## src/rtl/req_retry_pkg.sv

```systemverilog
// req_retry_pkg: shared types and sizing helpers for the request/retry controller.
//   state_e  - controller states (idle, request on link, await response, retry gap)
//   cnt_w    - bits needed to hold 0..max_val (at least one bit)
//   umax     - larger of two unsigned values, for width sizing
package req_retry_pkg;

  typedef enum logic [1:0] {
    ST_IDLE,
    ST_SEND,
    ST_WAIT,
    ST_GAP
  } state_e;

  function automatic int unsigned cnt_w(input int unsigned max_val);
    return ($clog2(max_val + 1) > 1) ? $clog2(max_val + 1) : 1;
  endfunction

  function automatic int unsigned umax(input int unsigned a, input int unsigned b);
    return (a > b) ? a : b;
  endfunction

endpackage

```

## src/rtl/rr_down_cnt.sv

```systemverilog
// rr_down_cnt: loadable down-counter used for both the response timeout and
// the retry gap. Load has priority over counting; counting stops at zero.
//   clk_i      clock
//   rst_ni     asynchronous active-low reset (count cleared to 0)
//   load_i     load load_val_i this cycle
//   load_val_i value to load
//   en_i       decrement enable
//   zero_o     count is zero
module rr_down_cnt #(
  parameter int unsigned W = 4
) (
  input  logic         clk_i,
  input  logic         rst_ni,
  input  logic         load_i,
  input  logic [W-1:0] load_val_i,
  input  logic         en_i,
  output logic         zero_o
);

  logic [W-1:0] cnt_q;
  logic [W-1:0] cnt_d;

  always_comb begin
    cnt_d = cnt_q;
    if (load_i) begin
      cnt_d = load_val_i;
    end else if (en_i && (cnt_q != '0)) begin
      cnt_d = cnt_q - W'(1);
    end
  end

  always_ff @(posedge clk_i or negedge rst_ni) begin
    if (!rst_ni) begin
      cnt_q <= '0;
    end else begin
      cnt_q <= cnt_d;
    end
  end

  assign zero_o = (cnt_q == '0);

endmodule

```

## src/rtl/req_retry_ctrl.sv

```systemverilog
// req_retry_ctrl: accepts one client command, issues it on the request link,
// waits for ack/nack with a timeout, and re-issues after a gap on failure up to
// MAX_RETRY times. Outcome is a one-cycle o_done or o_fail pulse.
// Build option: define REQ_RETRY_EXP_BACKOFF_EN to double the gap on each retry
// (GAP << (k-1) before retry k); otherwise every gap is GAP cycles.
//   i_clk, i_rst            clock, asynchronous active-low reset
//   i_cmd_valid/i_cmd_data  client command in; o_cmd_ready high while idle
//   o_req_valid/o_req_data  request out; i_req_ready link handshake
//   i_ack, i_nack           single-cycle responder outcome (ack wins)
//   o_done, o_fail          registered one-cycle outcome pulses
//   o_retry_cnt             retries used by the current/last command
module req_retry_ctrl
  import req_retry_pkg::*;
#(
  parameter int unsigned DATA_W    = 8,
  parameter int unsigned TIMEOUT   = 10,
  parameter int unsigned MAX_RETRY = 3,
  parameter int unsigned GAP       = 4
) (
  input  logic                            i_clk,
  input  logic                            i_rst,
  input  logic                            i_cmd_valid,
  input  logic [DATA_W-1:0]               i_cmd_data,
  output logic                            o_cmd_ready,
  output logic                            o_req_valid,
  output logic [DATA_W-1:0]               o_req_data,
  input  logic                            i_req_ready,
  input  logic                            i_ack,
  input  logic                            i_nack,
  output logic                            o_done,
  output logic                            o_fail,
  output logic [cnt_w(MAX_RETRY)-1:0]     o_retry_cnt
);

  localparam int unsigned RW = cnt_w(MAX_RETRY);
`ifdef REQ_RETRY_EXP_BACKOFF_EN
  localparam int unsigned GAP_MAX = (MAX_RETRY > 0) ? (GAP << (MAX_RETRY - 1)) : GAP;
`else
  localparam int unsigned GAP_MAX = GAP;
`endif
  localparam int unsigned TW = cnt_w(umax(TIMEOUT, GAP_MAX));

  state_e              state_q;
  logic                cmd_ready_q;
  logic                req_valid_q;
  logic [DATA_W-1:0]   data_q;
  logic                done_q;
  logic                fail_q;
  logic [RW-1:0]       retry_q;

  logic                tmr_load;
  logic [TW-1:0]       tmr_val;
  logic                tmr_en;
  logic                tmr_zero;
  logic [TW-1:0]       gap_len;
  logic                wait_fail;
  logic                last_try;

`ifdef REQ_RETRY_EXP_BACKOFF_EN
  // retry_q still holds k-1 when retry k is being scheduled
  assign gap_len = TW'(GAP) << retry_q;
`else
  assign gap_len = TW'(GAP);
`endif

  // ack outranks both nack and the timeout expiring in the same cycle
  assign wait_fail = (state_q == ST_WAIT) && !i_ack && (i_nack || tmr_zero);
  assign last_try  = (retry_q == RW'(MAX_RETRY));
  assign tmr_en    = (state_q == ST_WAIT) || (state_q == ST_GAP);

  always_comb begin
    tmr_load = 1'b0;
    tmr_val  = '0;
    if ((state_q == ST_SEND) && i_req_ready) begin
      tmr_load = 1'b1;
      tmr_val  = TW'(TIMEOUT - 1);
    end else if (wait_fail && !last_try) begin
      tmr_load = 1'b1;
      tmr_val  = gap_len - TW'(1);
    end
  end

  rr_down_cnt #(
    .W(TW)
  ) u_tmr (
    .clk_i      (i_clk),
    .rst_ni     (i_rst),
    .load_i     (tmr_load),
    .load_val_i (tmr_val),
    .en_i       (tmr_en),
    .zero_o     (tmr_zero)
  );

  always_ff @(posedge i_clk or negedge i_rst) begin
    if (!i_rst) begin
      state_q     <= ST_IDLE;
      cmd_ready_q <= 1'b1;
      req_valid_q <= 1'b0;
      data_q      <= '0;
      done_q      <= 1'b0;
      fail_q      <= 1'b0;
      retry_q     <= '0;
    end else begin
      done_q <= 1'b0;
      fail_q <= 1'b0;
      case (state_q)
        ST_IDLE: begin
          if (i_cmd_valid) begin
            data_q      <= i_cmd_data;
            retry_q     <= '0;
            cmd_ready_q <= 1'b0;
            req_valid_q <= 1'b1;
            state_q     <= ST_SEND;
          end
        end
        ST_SEND: begin
          if (i_req_ready) begin
            req_valid_q <= 1'b0;
            state_q     <= ST_WAIT;
          end
        end
        ST_WAIT: begin
          if (i_ack) begin
            done_q      <= 1'b1;
            cmd_ready_q <= 1'b1;
            state_q     <= ST_IDLE;
          end else if (wait_fail) begin
            if (last_try) begin
              fail_q      <= 1'b1;
              cmd_ready_q <= 1'b1;
              state_q     <= ST_IDLE;
            end else begin
              retry_q <= retry_q + RW'(1);
              state_q <= ST_GAP;
            end
          end
        end
        ST_GAP: begin
          if (tmr_zero) begin
            req_valid_q <= 1'b1;
            state_q     <= ST_SEND;
          end
        end
        default: begin
          cmd_ready_q <= 1'b1;
          req_valid_q <= 1'b0;
          state_q     <= ST_IDLE;
        end
      endcase
    end
  end

  assign o_cmd_ready = cmd_ready_q;
  assign o_req_valid = req_valid_q;
  assign o_req_data  = data_q;
  assign o_done      = done_q;
  assign o_fail      = fail_q;
  assign o_retry_cnt = retry_q;

endmodule

```

## config.mk

```make
export PLATFORM = sky130hd
export DESIGN_NAME = req_retry_ctrl
export DESIGN_NICKNAME = d
export VERILOG_FILES = /design/src/rtl/req_retry_pkg.sv /design/src/rtl/rr_down_cnt.sv /design/src/rtl/req_retry_ctrl.sv
export SDC_FILE = /design/constraint.sdc
export NUM_CORES = 1
export LEC_CHECK = 0
export BUFFER_PORTS_ARGS = -buffer_cell sky130_fd_sc_hd__buf_2
export CAP_MARGIN = 30
export CORE_MARGIN = 1.5
export CORE_UTILIZATION = 50
export CTS_CLUSTER_DIAMETER = 120
export CTS_CLUSTER_SIZE = 28
export DETAILED_ROUTE_END_ITERATION = 10
export PLACE_DENSITY = 0.81
export SLEW_MARGIN = 20
export SYNTH_ARGS = -nofsm -noshare
export SYNTH_HDL_FRONTEND = slang
export SYNTH_SLANG_ARGS = --single-unit
```

## constraint.sdc

```tcl
create_clock -name i_clk -period 1.7 [get_ports i_clk]
set_input_delay 0.17 -clock i_clk [delete_from_list [all_inputs] [get_ports i_clk]]
set_output_delay 0.17 -clock i_clk [all_outputs]
set_load 0.02 [all_outputs]
```

# Word level (Yosys, flattened, before mapping)
# Cells that the tools add are included.
# totals
in_bits	14
ff_bits	20
wordCells	75
# op_classes
n_mux	33
add_sub_neg	2
n_eq_ne	12
n_reduce_logical	20
# ops
op	n
2-bit 2-to-1 mux	11
1-bit 2-to-1 mux	15
4-bit 2-to-1 mux	3
2-bit != test, second input constant	6
4-bit AND reduction	3
2-bit one-hot mux with 4 select lines	1
2-bit equality test, second input constant	3
3-bit != test, second input constant	2
1-bit logical AND	5
5-bit AND reduction	1
4-bit logical NOT	1
2-bit one-hot mux with 2 select lines	1
2-bit nonzero test	2
4-bit nonzero test	1
4-bit by 1-bit subtractor with 4-bit output, second input constant	1
1-bit one-hot mux with 3 select lines	1
3-bit nonzero test	1
2-bit by 1-bit adder with 2-bit output, second input constant	1
2-bit by 1-bit equality test with 1-bit output, second input constant	1
1-bit logical NOT	2
2-bit logical NOT	1
1-bit logical OR	2
1-bit one-hot mux with 2 select lines	1
2-bit AND reduction	1

# Logic depth before layout (Yosys ltp)
# depth
depth_word	7
mapped_depth	6
mapped_depth_nobuf	6

# Hierarchy
# From an unflattened synthesis, not the netlist that was laid out.
# hier_totals
cells_unflattened	95
area_unflattened_um2	1121.1
# by_module_without_submodules
module	area_each_um2	cells_each	instances
req_retry_ctrl	850.8	68	1
rr_down_cnt	270.3	27	1

# Worst setup path after synthesis
# No wires, ideal clock.
# synth_timing
path_kind	register to register
startpoint	register retry_q[0] (netlist: o_retry_cnt[0])
endpoint	register retry_q[1] (netlist: o_retry_cnt[1])
synth_period_minus_slack_ns	1.556
n_path_buf	0
slack_ns	0.144
stages_incl_launch_ff	6
arrival_ns	1.476
t_required_ns	1.620
cell_sequence	dfrtp_1 > ha_1 > nor3b_2 > o21ai_2 > mux2_4 > o211ai_2
# synth_between
elab_chain_len	5
word_cells_on_any_way	8
# synth_lines
item	line	rtl
from (decl)	req_retry_ctrl.sv:49	logic [RW-1:0] retry_q;
from (signal assigned)	req_retry_ctrl.sv:133	retry_q <= retry_q + RW'(1);
2-bit by 1-bit adder with 2-bit output	req_retry_ctrl.sv:133	
2-bit 2-to-1 mux	req_retry_ctrl.sv:128	if (last_try) begin
2-bit 2-to-1 mux	req_retry_ctrl.sv:127	end else if (wait_fail) begin
2-bit 2-to-1 mux	req_retry_ctrl.sv:123	if (i_ack) begin
2-bit one-hot mux with 2 select lines	req_retry_ctrl.sv:106	case (state_q)
# Parallel ways exist; a longest one is shown, timed or not. The select of a mux whose other input is x is not followed.
# A chain may end at the register's enable or synchronous reset.

# Final worst setup path
# layout_timing
startpoint	register u_tmr.cnt_q[0]
endpoint	register retry_q[1] (netlist: o_retry_cnt[1])
# layout_between
elab_chain_len	5
# layout_lines
item	line	rtl
from (decl)	rr_down_cnt.sv:20	logic [W-1:0] cnt_q;
from (signal assigned)	rr_down_cnt.sv:36	cnt_q <= cnt_d;
4-bit logical NOT	rr_down_cnt.sv:40	assign zero_o = (cnt_q == '0);
1-bit logical OR	req_retry_ctrl.sv:67	assign wait_fail = (state_q == ST_WAIT) && !i_ack && (i_nack || tmr_zero);
1-bit logical AND	req_retry_ctrl.sv:67	
2-bit != test (no line)	-	
5-bit AND reduction (no line)	-	
# Every way passes these cells.

==> summary.md <==
| Metric | Value |
|---|---|
| Status | complete, no violations |
| CP arrival | 1.83 ns |
| Lkg Pwr | 0.6779 nW |
| Slew HR | 0.7003 |
| Routability Congestion | 0.8572 |
| Core Region | 1962 µm² |
| Max-cap viol count | 0 |
| CP Max Fanout | 6 |
| Busiest grt layer | met2 |
| Number of filler cells placed in the layout | 172 |
| Hold Crit Class | in2reg |
| Die ar. | 2357 µm² |
| Type of origin of the critical path | flip-flop |
| Syn-to-layout area delta | 28.35% |
| Yosys warns | 0 |
| DRT Pass-1 Iters | 4 |
| Worst R2R Setup Slack | 0.06 ns |
| Root Buffer | clkbuf_4 |
| Avg WL per Cell | 13.93 µm |
| GR Overflow Total | 0 |
| P per Cell Area | 1767 nW/µm² |
| Layout Nets | 149 |
| Req. time, crit path | 1.89 ns |
| RR Endpoint | o_retry_cnt[1]$_DFFE_PN0P_ |
| Post-DP HPWL | 1579 µm |
| Initial Util | 0.5287 |
| Clock skew | 0.004274 ns |
| Avg Cell Area, Syn | 11.40 µm² |
| VDD IR max | 895.4 µV |
| Post-Route WL | 2159 µm |
| Syn Nets | 111 |
| Die Ht | 48.55 µm |
| # placed instances | 147 |
| I/O pin count | 28 |
| Vias in the first global route | 852 |
| # H-tree levels | 1 |
| Layout cells sized above 1 | 0.4453 |
| CTS tree | done |
| Num rows | 16 |
| Vias per Instance | 5.103 |
| Routed Antenna Nets | 0 |
| FF+latch count, synth | 20 |
| Clk pin slew, worst setup/hold paths | 0.12 ns |
| Initial antenna violation count | 0 |
| Crit path launch | u_tmr.cnt_q[0]$_DFFE_PN0P_ |
| Initial drt markers | 6 |
| Yosys cell types | 31 |
| Final hold violations | 0 |
| Chip width | 48.55 µm |
| CTS Buf Count | 3 |
| Final Critical Period | 1.641 ns |
| Met2 Resource Use GR | 0.3611 |
| Met3 GRT Util | 0.03704 |
| Worst Tran Pin Value | 0.4495 ns |
| Vias | 791 |
| Worst setup EP type | flip-flop |
| DRC errors left | 0 |
| First-pass GRT wire length | 3774 µm |
| Met1 usage | 0.2515 |
| Cell Area, Synth | 1037 µm² |
| Synth Instances | 91 |
| Worst setup endpoint | o_retry_cnt[1]$_DFFE_PN0P_ |
| IO buf count | 27 |
| Final period utilization | 0.9653 |
| R2R Path Start | u_tmr.cnt_q[0]$_DFFE_PN0P_ |
| Pin count of the biggest net entering global routing | 21 |
| Kind of critical path | reg2reg |
| ANT cells | 0 |
| Clock sinks | 20 |
| Hold Slack | 0.08976 ns |
| Seq/Total Area, Yosys | 0.4837 |
| Skew-Pair Late Insertion Delay | 0.30 ns |
| Longest Clk Path Bufs | 2 |
| Final Max Tran Viols | 0 |
| Max frequency | 609.4 MHz |
| R2R cell count | 7 |
| Final Non-Filler Cells | 155 |
| Final setup viols | 0 |
| All-Layer GR Usage | 0.2092 |
-- worst min path at each step --
stage,start,endpoint,cells past startpoint
finish,i_cmd_data[3],o_req_data[3]$_DFFE_PN0P_,2
global route,i_cmd_data[7],o_req_data[7]$_DFFE_PN0P_,2
CTS,i_ack,o_fail$_DFF_PN0_,2
detailed placement,i_rst,o_req_data[7]$_DFFE_PN0P_,1
global placement,i_rst,o_req_data[5]$_DFFE_PN0P_,1
floorplan,i_rst,o_done$_DFF_PN0_,0
-- per-layer routing --
metal	vias up	wire length (µm)
met5	-	0
met4	0	52
met3	6	51
met2	17	1132
met1	380	923
li1	388	-
-- flip-flops by register name (all words and copies together), names as in the netlist --
signal and count:
o_req_data 8, u_tmr.cnt_q 4, o_retry_cnt 2, state_q 2
o_cmd_ready 1, o_done 1, o_fail 1, o_req_valid 1
-- layout make-up --
class / count / area [µm²] / area share
well taps: 27 / 33.78 / 0.02538
clock buffers: 3 / 22.52 / 0.01692
multi-input cells: 60 / 519.2 / 0.3900
clock inverters: 1 / 30.03 / 0.02256
repair buffers: 33 / 182.7 / 0.1372
flip-flops and latches: 20 / 501.7 / 0.3769
inverters: 11 / 41.29 / 0.03101
-- worst max-delay path, cell delays in order (launching register included) --
cell and delay (ns):
dfrtp_1 0.39, inv_1 0.06, ha_2 0.18, nor3b_4 0.15, buf_4 0.16, o21ai_4 0.25
mux2i_1 0.26, o211ai_2 0.09
-- power by group --
part	total (W)	internal (W)	switching, W
Combinational	0.00116	0.000539	0.000624
Sequential	0.000804	0.000674	0.000130
Clock	0.000386	0.000238	0.000148
Total	0.00235	0.00145	0.000901
-- cell usage after synthesis --
cell type / count / area, µm²
dfrtp_1: 19 / 475.5
inv_1: 10 / 37.54
mux2_2: 8 / 90.09
nand2_1: 7 / 26.28
ha_1: 6 / 75.07
mux2i_1: 5 / 50.05
a21oi_1: 4 / 20.02
nor2_1: 4 / 15.01
mux2_4: 2 / 30.03
nor2b_1: 2 / 12.51
nor3_1: 2 / 10.01
o21ai_0: 2 / 10.01
o21ai_1: 2 / 10.01
a21boi_1: 1 / 7.510
a22o_1: 1 / 8.760
a2bb2oi_1: 1 / 8.760
dfstp_2: 1 / 26.28
inv_2: 1 / 3.750
nand3_1: 1 / 5.000
nor2_2: 1 / 6.260
nor3b_1: 1 / 7.510
nor3b_2: 1 / 12.51
nor3b_4: 1 / 18.77
o211a_1: 1 / 10.01
o211ai_2: 1 / 12.51
o21ai_2: 1 / 8.760
o22ai_1: 1 / 6.260
o31a_1: 1 / 8.760
or3_1: 1 / 6.260
xnor2_1: 1 / 8.760
xor2_1: 1 / 8.760
-- cell usage in the layout (no fill, tap or decap), drive strengths merged, types with 2 or more instances in the layout --
cell    count
nor3b       3
nor2        5
o21ai       5
nand2       7
nor2b       2
nor3        2
dfrtp      19
mux2       10
inv        11
buf        32
ha          6
clkbuf      3
mux2i       5
a21oi       4
-- metrics by stage --
step	cell area, µm²	total power (W)	utilization	setup slack [ns]	TNS [ns]
floorplan	1037	0.001599	-	0.1442	0
global placement	1221	0.001879	0.6224	0.1164	0
detailed placement	1221	0.001929	0.6224	0.02949	0
CTS	1284	0.002329	0.6543	0.001636	0
global route	1331	0.002531	0.6786	-0.01199	-0.01824
finish	1331	0.002353	0.6786	0.05905	0
-- kinds of logic after synthesis --
family	Yosys count	synth area share
AOI/OAI and AO/OA	16	0.1074
and+or+nand+nor	21	0.1158
xor gates and xnor gates	2	0.01689
DFF	20	0.4837
adders and majority gates	6	0.07237
muxes	15	0.1641
buffers and inverters	11	0.03981
-- what timing repair did --
action	4_1_cts	5_1_grt
setup buffers	0	3
endpoints found under the hold margin	19	0
hold buffers	1	0
setup endpoints to repair	0	5
gates resized for setup	0	6
Power figures use the tool's default switching activity.
